## src/rtl/reg_file_hs.sv

```systemverilog
// reg_file_hs: valid/ready register file with byte strobes, read-only protection and exposed config registers.
module reg_file_hs #(
  parameter int WIDTH = 8,
  parameter int DEPTH = 16,
  parameter int ADDR_W = (DEPTH > 1) ? $clog2(DEPTH) : 1,
  parameter int NUM_EXPOSED = 4,
  parameter logic [DEPTH-1:0] RO_MASK = '0
) (
  input  logic                         i_clk,
  input  logic                         i_rst,
  input  logic                         i_req_valid,
  output logic                         o_req_ready,
  input  logic                         i_req_write,
  input  logic [ADDR_W-1:0]            i_req_addr,
  input  logic [WIDTH-1:0]             i_req_wdata,
  input  logic [WIDTH/8-1:0]           i_req_wstrb,
  output logic                         o_rsp_valid,
  input  logic                         i_rsp_ready,
  output logic [WIDTH-1:0]             o_rsp_rdata,
  output logic                         o_rsp_err,
  output logic [NUM_EXPOSED*WIDTH-1:0] o_regs,
  output logic                         o_cfg_update
);
  localparam int NB = WIDTH / 8;
  localparam logic [DEPTH-1:0] ONE = 1;
  logic [WIDTH-1:0] regs_q [DEPTH];
  logic [WIDTH-1:0] regs_d [DEPTH];
  logic [WIDTH-1:0] rdata_q, rdata_d, rd;
  logic rsp_valid_q, rsp_valid_d, rsp_err_q, rsp_err_d, upd_q, upd_d;
  logic acc, in_range, ro, err, wr_ok;
  assign o_req_ready = !i_rst && (!rsp_valid_q || i_rsp_ready);
  assign acc = i_req_valid && o_req_ready;
  assign in_range = 32'(i_req_addr) < DEPTH;
  // out-of-range addresses shift the one-hot past the mask and read as writable; in_range covers them
  assign ro = |(RO_MASK & (ONE << i_req_addr));
  assign err = !in_range || (i_req_write && ro);
  assign wr_ok = acc && i_req_write && !err;
  always_comb begin
    rd = '0;
    regs_d = regs_q;
    for (int k = 0; k < DEPTH; k++)
      if (32'(i_req_addr) == k) begin
        rd = regs_q[k];
        for (int b = 0; b < NB; b++)
          if (wr_ok && i_req_wstrb[b]) regs_d[k][8*b +: 8] = i_req_wdata[8*b +: 8];
      end
    rsp_valid_d = acc || (rsp_valid_q && !i_rsp_ready);
    rsp_err_d = acc ? err : rsp_err_q;
    rdata_d = acc ? ((i_req_write || err) ? '0 : rd) : rdata_q;
    upd_d = wr_ok && |i_req_wstrb && (32'(i_req_addr) < NUM_EXPOSED);
  end
  always_ff @(posedge i_clk) begin
    if (i_rst) begin
      regs_q <= '{default: '0};
      rdata_q <= '0;
      rsp_valid_q <= 1'b0;
      rsp_err_q <= 1'b0;
      upd_q <= 1'b0;
    end else begin
      regs_q <= regs_d;
      rdata_q <= rdata_d;
      rsp_valid_q <= rsp_valid_d;
      rsp_err_q <= rsp_err_d;
      upd_q <= upd_d;
    end
  end
  for (genvar e = 0; e < NUM_EXPOSED; e++) begin : g_exp
    assign o_regs[e*WIDTH +: WIDTH] = regs_q[e];
  end
  assign o_rsp_valid = rsp_valid_q;
  assign o_rsp_rdata = rdata_q;
  assign o_rsp_err = rsp_err_q;
  assign o_cfg_update = upd_q;
endmodule
```

## config.mk

```make
export PLATFORM = sky130hd
export DESIGN_NAME = reg_file_hs
export DESIGN_NICKNAME = d
export VERILOG_FILES = /design/src/rtl/reg_file_hs.sv
export SDC_FILE = /design/constraint.sdc
export NUM_CORES = 1
export LEC_CHECK = 0
export CAP_MARGIN = 10
export CELL_PAD_IN_SITES_DETAIL_PLACEMENT = 1
export CELL_PAD_IN_SITES_GLOBAL_PLACEMENT = 1
export CORE_UTILIZATION = 34
export DETAILED_ROUTE_END_ITERATION = 10
export HOLD_SLACK_MARGIN = 0.03
export MAX_ROUTING_LAYER = met4
export PLACE_DENSITY_LB_ADDON = 0.05
export SYNTH_ARGS = -nofsm -noshare
export SYNTH_HDL_FRONTEND = slang
export SYNTH_SLANG_ARGS = --single-unit
```

## constraint.sdc

```tcl
create_clock -name i_clk -period 3.5 [get_ports i_clk]
set_clock_uncertainty 0.15 [all_clocks]
set_input_delay 0.875 -clock i_clk [delete_from_list [all_inputs] [get_ports i_clk]]
set_output_delay 0.875 -clock i_clk [all_outputs]
set_load 0.02 [all_outputs]
```

==> impl_metrics.toml <==
[placement]
dpl.hpwl_mm = 16.4
place_ws_ns = 0.195
io_buffer_count = 60
gp_congestion = 0.863

[worst_setup_path]
r2r_cells = 5
r2r_slack_ns = 1.37
arrival_ns = 2.16
crit_required_ns = 2.47
cp-start-kind = "input port"
critPathKind = "input port to output port"
crit_path_end_kind = "output port"
crit_fanout = 6

[clock_network]
holdBufCountCts = 0
cts_tree = "done"
cts_setup_buffers = 0
cts-root-buf = "clkbuf_16"
cts.repair.resized = 0
clk_pin_slew_worst_paths_ns = 0.06
clk_latency_ns = 0.42
cts_buffers = 17
h-tree-depth = 4
cts_buffer_depth = 2
cts_sinks = 138

[floorplanning]
initial_utilization_pct = 34.7
core_sq_um = 19500
fp.dieW_microns = 143
io_pins = 62
die_y_microns = 143
die-area_sq_um = 20400
std_cell_rows = 51

[layout]
area_growth_pct = 19.2
final_cell_mix = "dfxtp_1, nor2_1, mux2i_1"
final_common_cell = "dfxtp_1"
nFillCells = 2253
final_nets = 800
drive_above_1_share_pct = 12.0
fin_util_pct = 41.3
antenna_cells = 0

[worst_hold_path]
hold_path.class = "flop to flop"
hold_path_depth = 2

[run]
timing.max_cap.violations = 0

[routing]
ant_nets = 0
routed_via_density = 5.44
first_pass_iters = 8
routedWlPerCell_microns = 22.4
wl_met3_microns = 950
wl_met2_mm = 11.0
drc_errors = 0
routed_wl_mm = 23.7
routedLengthMet1_mm = 11.3
drtIter0Drc = 364
dr_total_vias = 5756
highest_layer = "met4"

[sta]
drv_slew = 0
fin_crit_sh_pct = 91.1
slew_headroom_pct = 27.6
setup_viol = 0
tns_ns = 0
rsz0062_at_grt = "false"
setup_slack_ns = 0.313
fmax_ghz = 0.314
min_period_ns = 3.19
tightestPinTransition_ns = 1.08
hold_violations = 0

[logic_synthesis]
synth_edf_count = 0
synth_ff_type = "dfxtp_1"
synthArstFlopShare_pct = 0
yosys_warnings = 0
seq_area_frac_synth_pct = 41.0
synth_cells = 757
syn_nets = 775
avgSynthCellArea_sq_um = 8.91
netlist_area_sq_um = 6740
synth_cell_types = 53
ys_ff_latch = 138

[global_routing]
grtUsageTotal_pct = 25.1
gr-total-overflow = 0
grt_pass1_vias = 5745
grt_pass1_wl_mm = 36.3
grt_max_degree = 85
antenna_found_initial = 0

[power_and_ir_drop]
power.leakage_uw = 0.00356
irDropWorstVdd_mv = 0.316
p_per_area_nw_per_um2 = 456

[run_status]
status = "finished clean"
## power breakdown
group	switching [uW]	total (uW)	internal (uW)
logic	215	318	103
clock network	710	1770	1060
registers	4.02	1580	1580
## cells in the mapped netlist, types with 3 or more instances
cell	instances	share of area (%)
o32ai_1	3	0.39
buf_2	18	1.3
nand3_1	3	0.22
a211oi_1	4	0.45
mux2i_1	124	18
nand2_1	41	2.3
nor2b_1	5	0.46
inv_1	10	0.56
clkbuf_1	35	1.9
nand3_2	7	1.0
o221ai_1	4	0.52
mux2_2	5	0.83
o31a_1	3	0.39
nand4b_1	3	0.39
a21oi_1	40	3.0
a21o_1	14	1.6
nor3_1	14	1.0
buf_4	35	3.9
nor2_1	134	7.5
nand4_1	5	0.46
o21ai_0	32	2.4
dfxtp_1	138	41
a2bb2oi_1	4	0.52
nand2b_1	9	0.83
a31oi_1	4	0.37
a22oi_1	4	0.45
a222oi_1	5	0.74
a221oi_1	19	2.5
## final cells by class
type                            count  area [sq um]  area share [%]
Tap cell                          265           332            4.13
Multi-Input combinational cell    518          3430            42.7
Clock buffer                       19           443            5.51
Inverter                           10          37.5           0.467
Clock inverter                     12           126            1.57
Sequential cell                   138          2760            34.4
Timing Repair Buffer               97           903            11.2
## through the flow
step / instance area (sq um) / total power, uW / hold slack, ns / cells
6_report: 8040 / 3670 / 0.302 / 1059
5_1_grt: 8040 / 3800 / 0.333 / 1059
4_1_cts: 8040 / 3700 / 0.308 / 1059
3_5_place_dp: 7470 / 1930 / 0.298 / 1028
3_3_place_gp: 7470 / 1930 / 0.288 / 1028
2_1_floorplan: 6740 / 1790 / 0.279 / 757
## routing by layer
layer | track usage, % | up-vias
met5 | - | -
met4 | 8.83 | 0
met3 | 4.36 | 37
met1 | 32.8 | 2897
li1 | - | 2693
met2 | 38.7 | 129
## critical path, cell delays in order
cell and delay, ns:
clkdlybuf4s50_1 0.53, nor2b_4 0.07, nor2_1 0.08, clkdlybuf4s50_1 0.60
## logic make-up after synthesis
| family | count (synthesis) | synth area share (%) |
|---|---|---|
| simple gates | 239 | 16.5 |
| mux | 130 | 19.6 |
| buf+inv | 101 | 8.14 |
| flops | 138 | 41.0 |
| compound gates | 148 | 14.7 |
| other cells | 1 | 0.0556 |
## registers in the layout (all words and copies together), names as in the netlist
| name | count |
|---|---|
| o_cfg_update | 1 |
| o_rsp_valid | 1 |
| regs_q | 96 |
| o_rsp_rdata | 8 |
| o_regs | 32 |
## final timing paths
check                 start             end
max reg2reg     o_rsp_valid      regs_q[68]
min reg2reg  o_rsp_rdata[5]  o_rsp_rdata[5]
min          o_rsp_rdata[5]  o_rsp_rdata[5]
max             i_rsp_ready     o_req_ready
Power figures use the tool's default switching activity.
